`src/rtl/nibble_serial_adder_ctrl_pkg.sv`:
```
// Shared types and constants for the nibble-serial adder controller.
// Optional subtract support is enabled with the NIBBLE_ADD_SUB_EN macro.
package nibble_serial_adder_ctrl_pkg;

    localparam int NIBBLE_W = 4;

    typedef enum logic [1:0] {
        IDLE = 2'd0,
        RUN  = 2'd1,
        DONE = 2'd2
    } state_t;

    // Nibble index width: ceil(log2(WIDTH/4)), never less than one bit
    function automatic int idxWidth(input int width);
        int nibbles;
        nibbles = width / NIBBLE_W;
        return (nibbles <= 2) ? 1 : $clog2(nibbles);
    endfunction

endpackage

```
`src/rtl/nibble_serial_adder_ctrl_slice.sv`:
```
// Purely combinational 4-bit adder slice used one nibble per clock by the controller.
// With NIBBLE_ADD_SUB_EN the carry into bit 3 is exported for signed overflow detection.
module nibble_add_slice
    import nibble_serial_adder_ctrl_pkg::*;
(
    input  logic [NIBBLE_W-1:0] a_i,
    input  logic [NIBBLE_W-1:0] b_i,
    input  logic                cin_i,
    output logic [NIBBLE_W-1:0] sum_o,
`ifdef NIBBLE_ADD_SUB_EN
    output logic                carry3_o,
`endif
    output logic                cout_o
);

    logic [NIBBLE_W:0] total;

    assign total           = {1'b0, a_i} + {1'b0, b_i} + {{NIBBLE_W{1'b0}}, cin_i};
    assign {cout_o, sum_o} = total;

`ifdef NIBBLE_ADD_SUB_EN
    logic [NIBBLE_W-1:0] lowTotal;

    // Carry into the top bit comes from adding only the lower three bits
    assign lowTotal = {1'b0, a_i[NIBBLE_W-2:0]} + {1'b0, b_i[NIBBLE_W-2:0]}
                    + {{(NIBBLE_W-1){1'b0}}, cin_i};
    assign carry3_o = lowTotal[NIBBLE_W-1];
`endif

endmodule

```
`src/rtl/nibble_serial_adder_ctrl.sv`:
```
// Multi-cycle WIDTH-bit adder that reuses one 4-bit slice, LSB nibble first.
// Define NIBBLE_ADD_SUB_EN to add the Sub input and Overflow output.
module nibble_serial_adder_ctrl
    import nibble_serial_adder_ctrl_pkg::*;
#(
    parameter int WIDTH = 16
) (
    input  logic             Clk,
    input  logic             Reset,
    input  logic             InValid,
    output logic             InReady,
    input  logic [WIDTH-1:0] inA,
    input  logic [WIDTH-1:0] inB,
    input  logic             CarryIn,
`ifdef NIBBLE_ADD_SUB_EN
    input  logic             Sub,
    output logic             Overflow,
`endif
    output logic             OutValid,
    input  logic             OutReady,
    output logic [WIDTH-1:0] Result,
    output logic             CarryOut
);

    localparam int NIBBLES = WIDTH / NIBBLE_W;
    localparam int IDX_W   = idxWidth(WIDTH);
    localparam logic [IDX_W-1:0] LAST_IDX = IDX_W'(NIBBLES - 1);

    state_t             stateQ, stateD;
    logic [IDX_W-1:0]   idxQ, idxD;
    logic [WIDTH-1:0]   aQ, aD;
    logic [WIDTH-1:0]   bQ, bD;
    logic [WIDTH-1:0]   resultQ, resultD;
    logic               carryQ, carryD;
    logic               carryOutQ, carryOutD;
    logic               subQ, subD;

    logic [NIBBLE_W-1:0] sliceA, sliceB, sliceSum;
    logic                sliceCout;
    logic [IDX_W+1:0]    bitBase;

`ifdef NIBBLE_ADD_SUB_EN
    logic overflowQ, overflowD;
    logic sliceCarry3;
`endif

    assign bitBase = {idxQ, 2'b00};
    assign sliceA  = aQ[bitBase +: NIBBLE_W];
    // Subtraction feeds the inverted B nibble; subQ is constant 0 in add-only builds
    assign sliceB  = bQ[bitBase +: NIBBLE_W] ^ {NIBBLE_W{subQ}};

    nibble_add_slice uSlice (
        .a_i      (sliceA),
        .b_i      (sliceB),
        .cin_i    (carryQ),
        .sum_o    (sliceSum),
`ifdef NIBBLE_ADD_SUB_EN
        .carry3_o (sliceCarry3),
`endif
        .cout_o   (sliceCout)
    );

    always_ff @(posedge Clk) begin
        if (Reset) begin
            stateQ    <= IDLE;
            idxQ      <= '0;
            aQ        <= '0;
            bQ        <= '0;
            resultQ   <= '0;
            carryQ    <= 1'b0;
            carryOutQ <= 1'b0;
            subQ      <= 1'b0;
`ifdef NIBBLE_ADD_SUB_EN
            overflowQ <= 1'b0;
`endif
        end else begin
            stateQ    <= stateD;
            idxQ      <= idxD;
            aQ        <= aD;
            bQ        <= bD;
            resultQ   <= resultD;
            carryQ    <= carryD;
            carryOutQ <= carryOutD;
            subQ      <= subD;
`ifdef NIBBLE_ADD_SUB_EN
            overflowQ <= overflowD;
`endif
        end
    end

    always_comb begin
        stateD    = stateQ;
        idxD      = idxQ;
        aD        = aQ;
        bD        = bQ;
        resultD   = resultQ;
        carryD    = carryQ;
        carryOutD = carryOutQ;
        subD      = subQ;
`ifdef NIBBLE_ADD_SUB_EN
        overflowD = overflowQ;
`endif

        case (stateQ)
            IDLE: begin
                if (InValid) begin
                    aD      = inA;
                    bD      = inB;
                    resultD = '0;
                    idxD    = '0;
                    stateD  = RUN;
`ifdef NIBBLE_ADD_SUB_EN
                    subD    = Sub;
                    carryD  = Sub ? 1'b1 : CarryIn;
`else
                    subD    = 1'b0;
                    carryD  = CarryIn;
`endif
                end
            end
            RUN: begin
                resultD[bitBase +: NIBBLE_W] = sliceSum;
                carryD                       = sliceCout;
                if (idxQ == LAST_IDX) begin
                    carryOutD = sliceCout;
`ifdef NIBBLE_ADD_SUB_EN
                    overflowD = sliceCarry3 ^ sliceCout;
`endif
                    idxD      = '0;
                    stateD    = DONE;
                end else begin
                    idxD = idxQ + 1'b1;
                end
            end
            DONE: begin
                if (OutReady) begin
                    stateD = IDLE;
                end
            end
            default: begin
                stateD = IDLE;
                idxD   = '0;
            end
        endcase
    end

    assign InReady  = (stateQ == IDLE);
    assign OutValid = (stateQ == DONE);
    assign Result   = resultQ;
    assign CarryOut = carryOutQ;
`ifdef NIBBLE_ADD_SUB_EN
    assign Overflow = overflowQ;
`endif

endmodule

```
`config.mk`:
```
export PLATFORM = sky130hd
export DESIGN_NAME = nibble_serial_adder_ctrl
export DESIGN_NICKNAME = d
export VERILOG_FILES = /design/src/rtl/nibble_serial_adder_ctrl_pkg.sv /design/src/rtl/nibble_serial_adder_ctrl_slice.sv /design/src/rtl/nibble_serial_adder_ctrl.sv
export SDC_FILE = /design/constraint.sdc
export NUM_CORES = 1
export LEC_CHECK = 0
export CORE_ASPECT_RATIO = 1.4
export CORE_MARGIN = 2
export CORE_UTILIZATION = 47
export CTS_BUF_LIST = sky130_fd_sc_hd__clkbuf_4 sky130_fd_sc_hd__clkbuf_8
export DETAILED_ROUTE_END_ITERATION = 7
export PLACE_DENSITY = 0.82
export SLEW_MARGIN = 40
export SYNTH_ARGS = -nofsm -noshare
export SYNTH_HDL_FRONTEND = slang
export SYNTH_SLANG_ARGS = --single-unit
```
`constraint.sdc`:
```
create_clock -name Clk -period 2.6 [get_ports Clk]
set_clock_uncertainty 0.15 [all_clocks]
set_input_delay 0.65 -clock Clk [delete_from_list [all_inputs] [get_ports Clk]]
set_output_delay 0.65 -clock Clk [all_outputs]
set_load 0.005 [all_outputs]
```
# Word level (Yosys, flattened, before mapping)

Index checks and enable logic that the tools add are counted.

Memories: 0
Latch bits: 0
Bits in read-only memories: 0
Memory bits (writable): 0
Register bits after elaboration: 54
Word-level logic and storage cells: 41

Multiply operators: 0
Reduce and logical (&&, ||, !) cells: 7
Shift operators: 4
Bitwise gates (word level): 1
Equality and inequality tests: 6
$add $sub $neg: 4
Order comparisons: 0
Multiplexer cells: 12
Divide/modulo/power cells: 0

Operator list:

| cell                                                 | count |
|---|---|
| one-hot mux 16 bit (2 select lines)                  | 1 |
| indexed part select 16 x 5 -> 4 bit                  | 2 |
| bitwise mux 16 bit                                   | 1 |
| 2-to-1 mux 16 bit                                    | 1 |
| variable shift 4 x 6 -> 16 bit, first input constant | 1 |
| indexed part select 4 x 6 -> 16 bit                  | 1 |
| one-hot mux 2 bit (3 select lines)                   | 2 |
| 2-to-1 mux 2 bit                                     | 5 |
| AND reduction 2 bit                                  | 4 |
| negation 4 -> 6 bit                                  | 1 |
| adder 4 x 4 -> 5 bit                                 | 1 |
| adder 5 x 1 -> 5 bit                                 | 1 |
| equality test 2 bit, second input constant           | 2 |
| != test 2 bit, second input constant                 | 2 |
| AND reduction 3 bit                                  | 1 |
| adder 2 x 1 -> 2 bit, second input constant          | 1 |
| equality test 2 x 1 -> 1 bit, second input constant  | 1 |
| logical NOT 2 bit                                    | 1 |
| != test 2 x 1 -> 1 bit, second input constant        | 1 |
| one-hot mux 1 bit (2 select lines)                   | 1 |
| nonzero test 2 bit                                   | 1 |
| 2-to-1 mux 1 bit                                     | 1 |
| NOT 1 bit                                            | 1 |

# Logic depth before layout (Yosys ltp)

Gate-level depths: netlist of run 1.

Depth in word-level cells: 6
Depth in mapped cells: 9
Depth with buffers taken out: 8

# Modules after synthesis

A second synthesis of run 1 with hierarchy kept.

Cell total of the unflattened synthesis: 257
Area, all modules: 2428.6 sq um

By module, submodules not included:

| module                   | instances | cells each | seq. area each (sq um) | area an instance (sq um) |
|---|---|---|---|---|
| nibble_serial_adder_ctrl | 1         | 241        | 1081.0                 | 2284.7 |
| nibble_add_slice         | 1         | 16         | 0.0                    | 143.9 |

# Worst setup path before layout of run 1

OpenSTA, ideal clock, no wires.

Path kind: reg2reg
Start: reg idxQ[0]
End: reg resultQ[15], in the netlist Result[15]
Setup slack: 0.136 ns
Cell stages (with the launch flop): 8
Arrival: 2.186 ns
Setup time: 0.128 ns
Clock period less this slack: 2.464 ns
Data required time: 2.322 ns
Cells stage by stage: dfxtp_1 > buf_4 > mux4_2 > fa_1 > a211o_1 > a21o_1 > a32oi_1 > nor2_1

Cells in the longest elaborated chain, start to end: 6

Ends and longest elaborated chain:

| item                                                          | line                                                           | text |
|---|---|---|
| start, declared                                               | nibble_serial_adder_ctrl.sv:30                                 | `logic [IDX_W-1:0] idxQ, idxD;` |
| start signal, assigned                                        | nibble_serial_adder_ctrl.sv:78                                 | `idxQ <= idxD;` |
| indexed part select 16 x 5 -> 4 bit, on equally long branches | nibble_serial_adder_ctrl.sv:48, nibble_serial_adder_ctrl.sv:50 |  |
| adder 4 x 4 -> 5 bit                                          | nibble_serial_adder_ctrl_slice.sv:18                           | `assign total = {1'b0, a_i} + {1'b0, b_i} + {{NIBBLE_W{1'b0}}, cin_i};` |
| adder 5 x 1 -> 5 bit                                          | nibble_serial_adder_ctrl_slice.sv:18                           |  |
| indexed part select 4 x 6 -> 16 bit                           | nibble_serial_adder_ctrl.sv:122                                | `resultD[bitBase +: NIBBLE_W] = sliceSum;` |
| bitwise mux 16 bit (*)                                        | nibble_serial_adder_ctrl.sv:122                                |  |
| one-hot mux 16 bit (2 select lines) (*)                       | nibble_serial_adder_ctrl.sv:104                                | `case (stateQ)` |
| end signal, assigned                                          | nibble_serial_adder_ctrl.sv:81                                 | `resultQ <= resultD;` |
| end, declared                                                 | nibble_serial_adder_ctrl.sv:33                                 | `logic [WIDTH-1:0] resultQ, resultD;` |

Every way passes the cells marked *; elsewhere a longest branch is shown, timed or not.
A chain may end at the register's enable or synchronous reset.

# Final worst setup path of run 1

Start: reg stateQ[1]
End: out OutValid

Cells in the longest elaborated chain, start to end: 1

Ends and longest elaborated chain:

| item                   | line                            | text |
|---|---|---|
| start, declared        | nibble_serial_adder_ctrl.sv:29  | `state_t stateQ, stateD;` |
| start signal, assigned | nibble_serial_adder_ctrl.sv:77  | `stateQ <= stateD;` |
| equality test 2 bit    | nibble_serial_adder_ctrl.sv:148 | `assign OutValid = (stateQ == DONE);` |
| end, declared          | nibble_serial_adder_ctrl.sv:19  | `output logic OutValid,` |

Every way passes these cells.

==> metrics.json, run 1 <==
{
  "antenna_diodes": {"value": 0},
  "gr-total-overflow": {"value": 0},
  "gp_congestion": {"value": 0.788},
  "wl_per_cell": {"value": 13.3, "unit": "µm"},
  "floorplan.die_area": {"value": 5820, "unit": "µm²"},
  "initial_core_util": {"value": 47.9, "unit": "%"},
  "finalMaxSlewViolations": {"value": 0},
  "routed_via_count": {"value": 2012},
  "clock-sinks": {"value": 54},
  "drt_pass1_iterations": {"value": 4},
  "die_y_extent": {"value": 89.5, "unit": "µm"},
  "worst_r2r_startpoint": {"value": "idxQ[0]"},
  "irDropWorstVdd": {"value": 0.363, "unit": "mV"},
  "synth-seq-cells": {"value": 54},
  "min_path_type": {"value": "register to register"},
  "die_width": {"value": 65.1, "unit": "µm"},
  "syn_nets": {"value": 317},
  "fmaxAchievable": {"value": 406, "unit": "MHz"},
  "worstSetupStartpointType": {"value": "register"},
  "postRouteWirelength": {"value": 5.17, "unit": "mm"},
  "layout-drive-gt1-share": {"value": 10.6, "unit": "%"},
  "placeableCoreArea": {"value": 5120, "unit": "µm²"},
  "grt_antenna_before_repair": {"value": 0},
  "tns": {"value": 0, "unit": "ps"},
  "setup.worst_path.class": {"value": "register to output port"},
  "vias_per_cell": {"value": 5.19},
  "critical_path.reg2reg.endpoint": {"value": "carryQ"},
  "postSynthAreaPerCell": {"value": 9.05, "unit": "µm²"},
  "clockBufferDepth": {"value": 2},
  "setup_viol": {"value": 0},
  "final_min_period_over_clock_period": {"value": 94.7, "unit": "%"},
  "synth-edff-count": {"value": 0},
  "layout.area.seq": {"value": 1080, "unit": "µm²"},
  "grt_usage": {"value": 19.3, "unit": "%"},
  "unrepaired_setup_endpoints_after_global_routing": {"value": "false"},
  "ys_dominant_reg_cell": {"value": "sky130_fd_sc_hd__dfxtp_1"},
  "detailed_place_hpwl": {"value": 3.78, "unit": "mm"},
  "detail_route.drc_violations": {"value": 0},
  "synth_warnings": {"value": 0},
  "worstHoldEndpoint": {"value": "aQ[14]"},
  "critical_path_arrival": {"value": 1660, "unit": "ps"},
  "finish.cell_count_without_fillers": {"value": 388},
  "htree_levels": {"value": 2},
  "post_synth_arst_share": {"value": 0, "unit": "%"},
  "cp_max_fo": {"value": 12},
  "global_route.peak_usage_layer": {"value": "met2"},
  "via_count_of_the_first_global_routing_pass": {"value": 1952},
  "worstPathRequired": {"value": 1800, "unit": "ps"},
  "placed_cells": {"value": 381},
  "grt_pass1_wl": {"value": 8.71, "unit": "mm"},
  "worst_hold_startpoint": {"value": "aQ[14]"},
  "insertion_delay": {"value": 310, "unit": "ps"},
  "synth_sequential_area_ratio": {"value": 44.1, "unit": "%"},
  "gr-usage-met2": {"value": 35.8, "unit": "%"},
  "cts_tree": {"value": "yes"},
  "clk_pin_slew": {"value": 90, "unit": "ps"},
  "post-cts-setup-buffer-count": {"value": 0},
  "final_net_count": {"value": 368},
  "use_met1": {"value": 21.9, "unit": "%"},
  "count_of_port_buffers_added_during_placement": {"value": 55},
  "cts.root.buffer_cell": {"value": "sky130_fd_sc_hd__clkbuf_8"},
  "flow.area_growth_from_synthesis": {"value": 28.3, "unit": "%"},
  "reg2regPathDepth": {"value": 9},
  "multi_input_comb_area": {"value": 1230, "unit": "µm²"},
  "cts_inserted_buffers": {"value": 5},
  "post_synth_inst_count": {"value": 271},
  "layout.cells.most_common": {"value": "sky130_fd_sc_hd__nand2_1"},
  "status": {"value": "finished, final reports clean"},
  "timing.final.crit_period": {"value": 2460, "unit": "ps"},
  "max-cap-violations": {"value": 0},
  "number_of_nets_still_failing_antenna_checks_after_routing": {"value": 0},
  "num-fill-cells": {"value": 459},
  "mostFrequentLayoutCells": {"value": "sky130_fd_sc_hd__nand2_1, sky130_fd_sc_hd__clkdlybuf4s50_1, sky130_fd_sc_hd__dfxtp_1"},
  "static-leakage-power": {"value": 1.20, "unit": "nW"},
  "worst_pin_slew": {"value": 541, "unit": "ps"},
  "setup.reg_to_reg.worst_slack": {"value": 160, "unit": "ps"},
  "holdPathStages": {"value": 2},
  "synthesis.area": {"value": 2450, "unit": "µm²"},
  "dpl-instance-area": {"value": 3020, "unit": "µm²"},
  "synth_cell_types": {"value": 35},
  "maxSlewHeadroom": {"value": 64.0, "unit": "%"},
  "finalInstanceArea": {"value": 3150, "unit": "µm²"},
  "ios": {"value": 56},
  "met3_usage": {"value": 4.03, "unit": "%"},
  "power_density": {"value": 545, "unit": "nW/µm²"},
  "worst_setup_path_end_kind": {"value": "output port"},
  "power": {"value": 0.00172, "unit": "W"},
  "detail_route.iter0.violations": {"value": 190},
  "rows": {"value": 31},
  "final-hold-violation-count": {"value": 0},
  "grt_max_degree": {"value": 55}
}
==> cell type report <==
cell class,instances,share of cell area [%]
multi-input combinational,193,39.1
sequential,54,34.4
timing repair buffer,61,19.6
tap,66,2.63
clock buffer,5,2.19
clock inverter,2,1.23
inverter,7,0.835
==> report_power, final <==
group	internal [W]	switching (W)	total (W)
clock	0.000283	0.000259	0.000542
combinational	0.000148	0.000134	0.000283
sequential	0.000864	0.0000266	0.000891
==> stage by stage <==
| stage | worst slack (ps) | hold WS (ps) | utilization (%) |
|---|---|---|---|
| final | 137 | 304 | 61.4 |
| after CTS | 53.8 | 307 | 61.1 |
| after global routing | 6.94 | 328 | 61.4 |
| after detailed placement | 73.6 | 294 | 59.0 |
| after global placement | 161 | 289 | 59.0 |
| after floorplan | 136 | 283 | - |
==> how the worst max path moves through the flow <==
stage	cells after the start	end	start
final	2	OutValid	stateQ[1]
after global routing	7	Result[15]	idxQ[0]
after CTS	9	CarryOut	idxQ[0]
after detailed placement	9	CarryOut	idxQ[0]
after global placement	7	Result[15]	idxQ[0]
after floorplan	7	Result[15]	idxQ[0]
==> synth_stat cells, types with 2 or more instances <==
cell                       number  area, µm²
sky130_fd_sc_hd__fa_1           2       40.0
sky130_fd_sc_hd__nand3b_1       2       15.0
sky130_fd_sc_hd__and2b_4        2       20.0
sky130_fd_sc_hd__nand2_1       70        263
sky130_fd_sc_hd__inv_1          7       26.3
sky130_fd_sc_hd__a22oi_1       13       97.6
sky130_fd_sc_hd__a21o_1         5       37.5
sky130_fd_sc_hd__dfxtp_1       54       1080
sky130_fd_sc_hd__a32oi_1        4       35.0
sky130_fd_sc_hd__clkbuf_1       7       26.3
sky130_fd_sc_hd__nand2b_1       3       18.8
sky130_fd_sc_hd__ha_1           7       87.6
sky130_fd_sc_hd__a21oi_1       37        185
sky130_fd_sc_hd__mux4_2         8        180
sky130_fd_sc_hd__nor2_1        21       78.8
sky130_fd_sc_hd__buf_6          8       90.1
sky130_fd_sc_hd__and3_1         3       18.8
==> kinds of logic after synthesis <==
kind of cell,synth area share [%]
xor gates and xnor gates,0.357
buffers and inverters,6.33
and+or+nand+nor,20.4
DFF,44.1
muxes,7.35
adders and majority gates,5.20
AOI/OAI and AO/OA,16.3
==> sequential cells by signal, indices dropped and copies added, names as in the netlist <==
| signal | flops |
|---|---|
| aQ | 16 |
| CarryOut | 1 |
| Result | 16 |
| stateQ | 2 |
| bQ | 16 |
| carryQ | 1 |
| idxQ | 2 |
==> what timing repair did <==
item,4_1_cts,5_1_grt
resized for setup,0,5
setup endpoints to repair,0,13
hold buffers,0,0
==> per-layer routing <==
layer  share of wire, %  vias to the layer above  wire (µm)
met2                 54                       60       2790
met4                1.4                        0         73
met3                4.1                        5        213
met1                 40                      927       2090
li1                   -                     1020          -
met5                  0                        -          0
==> critical path: stages, from the launching register on <==
cell and delay, ps:
sky130_fd_sc_hd__dfxtp_1 610, sky130_fd_sc_hd__nor2b_2 240, sky130_fd_sc_hd__clkdlybuf4s50_1 510
No activity file was read; power rests on OpenSTA's default activity.
==> run 2, diff against run 1 <==
--- a/config.mk
+++ b/config.mk
@@ -10,7 +10,8 @@
 export CORE_UTILIZATION = 47
 export CTS_BUF_LIST = sky130_fd_sc_hd__clkbuf_4 sky130_fd_sc_hd__clkbuf_8
 export DETAILED_ROUTE_END_ITERATION = 7
-export PLACE_DENSITY = 0.82
+export PLACE_DENSITY = 0.8
+export SKIP_LAST_GASP = 1
 export SLEW_MARGIN = 40
 export SYNTH_ARGS = -nofsm -noshare
 export SYNTH_HDL_FRONTEND = slang
==> run 2 against run 1 <==
Against the previous run: power rose by 7.4%; count of clock-buffer cells in the layout rose by 1; critical path depth rose by 7.
==> metrics.json, run 2 (same netlist as run 1, synthesis figures left out) <==
{
  "maxSlewHeadroom": {"value": 63.9, "unit": "%", "change": "-0.066 points"},
  "swShare": {"value": 22.9, "unit": "%", "change": "-1.6 points"},
  "number_of_nets_still_failing_antenna_checks_after_routing": {"value": 0, "change": "unchanged"},
  "detail_route.iter0.violations": {"value": 194, "change": "+2.1%"},
  "gp_congestion": {"value": 0.829, "change": "+5.3%"},
  "gr-total-overflow": {"value": 0, "change": "unchanged"},
  "wl_per_cell": {"value": 13.3, "unit": "µm", "change": "+0.10%"},
  "timing.final.ws_setup": {"value": 108, "unit": "ps", "change": "-28.9 ps"},
  "count_of_port_buffers_added_during_placement": {"value": 55, "change": "unchanged"},
  "worst_setup_path_end_kind": {"value": "register"},
  "preCtsSetupSlack": {"value": 93.9, "unit": "ps", "change": "+20.2 ps"},
  "cp_max_fo": {"value": 9, "change": "-3"},
  "gr-usage-met2": {"value": 36.0, "unit": "%", "change": "+0.19 points"},
  "via_count_of_the_first_global_routing_pass": {"value": 2002, "change": "+2.6%"},
  "global_route.peak_usage_layer": {"value": "met2"},
  "power_switching": {"value": 0.000421, "unit": "W", "change": "+0.40%"},
  "unrepaired_setup_endpoints_after_global_routing": {"value": "false"},
  "vias_per_cell": {"value": 5.24, "change": "+1.0%"},
  "static-leakage-power": {"value": 1.22, "unit": "nW", "change": "+1.6%"},
  "grt_usage": {"value": 19.7, "unit": "%", "change": "+0.44 points"},
  "worst_path_cell_chain": {"value": "buf_12 -> mux4_2 -> fa_1 -> inv_1 -> fa_1 -> nor2b_1 -> o21a_1 -> nor2_1 -> a311oi_2"},
  "die_width": {"value": 65.1, "unit": "µm", "change": "unchanged"},
  "seq_power_share": {"value": 48.3, "unit": "%", "change": "-3.6 points"},
  "min_path_type": {"value": "register to register"},
  "worstSetupStartpointType": {"value": "register"},
  "mostFrequentLayoutCells": {"value": "sky130_fd_sc_hd__nand2_1, sky130_fd_sc_hd__clkdlybuf4s50_1, sky130_fd_sc_hd__dfxtp_1"},
  "worstPathRequired": {"value": 2630, "unit": "ps", "change": "+830 ps"},
  "final_min_period_over_clock_period": {"value": 95.8, "unit": "%", "change": "+1.1 points"},
  "irDropWorstVdd": {"value": 0.487, "unit": "mV", "change": "+34%"},
  "cts.root.buffer_cell": {"value": "sky130_fd_sc_hd__clkbuf_8"},
  "critical_path.max_stage_delay": {"value": 510, "unit": "ps", "change": "-100 ps"},
  "cts_tree": {"value": "yes"},
  "clock-sinks": {"value": 54, "change": "unchanged"},
  "routed_via_count": {"value": 2043, "change": "+1.5%"},
  "fmaxAchievable": {"value": 401, "unit": "MHz", "change": "-1.2%"},
  "die_y_extent": {"value": 89.5, "unit": "µm", "change": "unchanged"},
  "met3_usage": {"value": 4.53, "unit": "%", "change": "+0.50 points"},
  "layout.cells.most_common": {"value": "sky130_fd_sc_hd__nand2_1"},
  "cts_inserted_buffers": {"value": 5, "change": "unchanged"},
  "grt_antenna_before_repair": {"value": 0, "change": "unchanged"},
  "floorplan.die_area": {"value": 5820, "unit": "µm²", "change": "unchanged"},
  "drt_pass1_iterations": {"value": 4, "change": "unchanged"},
  "tns": {"value": 0, "unit": "ps", "change": "unchanged"},
  "layout-drive-gt1-share": {"value": 10.2, "unit": "%", "change": "-0.37 points"},
  "clockPowerShare": {"value": 36.4, "unit": "%", "change": "+4.8 points"},
  "postRouteWirelength": {"value": 5.20, "unit": "mm", "change": "+0.62%"},
  "critical_path_arrival": {"value": 2520, "unit": "ps", "change": "+860 ps"},
  "internal-power": {"value": 0.00142, "unit": "W", "change": "+9.7%"},
  "setup_viol": {"value": 0, "change": "unchanged"},
  "status": {"value": "finished, final reports clean"},
  "finalMaxSlewViolations": {"value": 0, "change": "unchanged"},
  "utilization": {"value": 62.2, "unit": "%", "change": "+0.78 points"},
  "detail_route.drc_violations": {"value": 0, "change": "unchanged"},
  "htree_levels": {"value": 2, "change": "unchanged"},
  "antenna_diodes": {"value": 0, "change": "unchanged"},
  "final_net_count": {"value": 369, "change": "+0.27%"},
  "ios": {"value": 56, "change": "unchanged"},
  "combinationalPowerShare": {"value": 15.2, "unit": "%", "change": "-1.3 points"},
  "clockBufferDepth": {"value": 2, "change": "unchanged"},
  "clk_pin_slew": {"value": 90, "unit": "ps", "change": "about the same"},
  "critical_path_s_slowest_cell": {"value": "sky130_fd_sc_hd__mux4_2"},
  "placeableCoreArea": {"value": 5120, "unit": "µm²", "change": "unchanged"},
  "final-hold-violation-count": {"value": 0, "change": "unchanged"},
  "dpl-instance-area": {"value": 3040, "unit": "µm²", "change": "+0.66%"},
  "timing.final.crit_period": {"value": 2490, "unit": "ps", "change": "+28.9 ps"},
  "cpMostUsedCell": {"value": "sky130_fd_sc_hd__fa_1"},
  "grt_pass1_wl": {"value": 8.84, "unit": "mm", "change": "+1.5%"},
  "worst_pin_slew": {"value": 542, "unit": "ps", "change": "+0.990 ps"},
  "setup.worst_path.class": {"value": "register to register"},
  "grt_max_degree": {"value": 33, "change": "-40%"},
  "power_density": {"value": 579, "unit": "nW/µm²", "change": "+6.1%"},
  "initial_core_util": {"value": 47.9, "unit": "%", "change": "unchanged"},
  "flow.area_growth_from_synthesis": {"value": 29.9, "unit": "%"},
  "max-cap-violations": {"value": 0, "change": "unchanged"},
  "finalInstanceArea": {"value": 3190, "unit": "µm²", "change": "+1.3%"},
  "use_met1": {"value": 22.0, "unit": "%", "change": "+0.11 points"},
  "detailed_place_hpwl": {"value": 3.92, "unit": "mm", "change": "+3.8%"},
  "insertion_delay": {"value": 310, "unit": "ps", "change": "about the same"},
  "rows": {"value": 31, "change": "unchanged"}
}
[run 2: power groups by stage]
stage                     clock network, W  logic [W]  registers (W)
after global placement                   0   0.000275       0.000907
after detailed placement                 0   0.000280       0.000910
after global routing              0.000710   0.000313       0.000896
after CTS                         0.000687   0.000281       0.000891
after floorplan                          0   0.000186       0.000899
final                             0.000671   0.000281       0.000891
[run 2: stage by stage]
step                hold WS [ps]  std cells  total power, W
floorplan                    283        271         0.00108
global placement             290        382         0.00118
detailed placement           299        382         0.00119
CTS                          311        390         0.00186
global route                 328        390         0.00192
finish                       309        390         0.00184
[run 2: layout make-up]
type	count	area [µm²]
fillers	454	1930
multi-input cells	193	1220
flip-flops and latches	54	1080
repair buffers	62	636
clock buffers	6	82.6
well taps	66	82.6
clock inverters	2	60.1
inverters	7	26.3
[run 2: worst paths after layout]
check	startpoint	end	slack, ps	cells after the start
max	idxQ[0]	CarryOut	110	9
min	aQ[10]	aQ[10]	310	2
max reg2reg	idxQ[0]	CarryOut	110	9
min reg2reg	aQ[10]	aQ[10]	310	2
[run 2: what timing repair did]
item,4_1_cts,5_1_grt
buffers inserted,0,0
hold buffers,0,0
setup endpoints to repair,0,8
gates resized for setup,0,2
[run 2: critical path: cells and delay by family, from the launching register on]
family / cells / cell delay [ps]
adders and majority gates: 2 / 640
muxes: 1 / 510
DFF: 1 / 360
AOI/OAI and AO/OA: 2 / 310
buffers and inverters: 2 / 230
and+or+nand+nor: 2 / 170
[run 2: layer usage]
metal / part of all wire, % / up-vias
met5: 0 / -
met4: 2.0 / 0
met3: 4.9 / 13
met2: 52 / 71
met1: 41 / 934
li1: - / 1025
==> run 3, diff against run 2 <==
--- a/config.mk
+++ b/config.mk
@@ -9,6 +9,7 @@
 export CORE_MARGIN = 2
 export CORE_UTILIZATION = 47
 export CTS_BUF_LIST = sky130_fd_sc_hd__clkbuf_4 sky130_fd_sc_hd__clkbuf_8
+export CTS_CLUSTER_DIAMETER = 120
 export DETAILED_ROUTE_END_ITERATION = 7
 export PLACE_DENSITY = 0.8
 export SKIP_LAST_GASP = 1
==> results of run 3 <==
No change in the layout: final DEF, timing and power equal those of run 2.
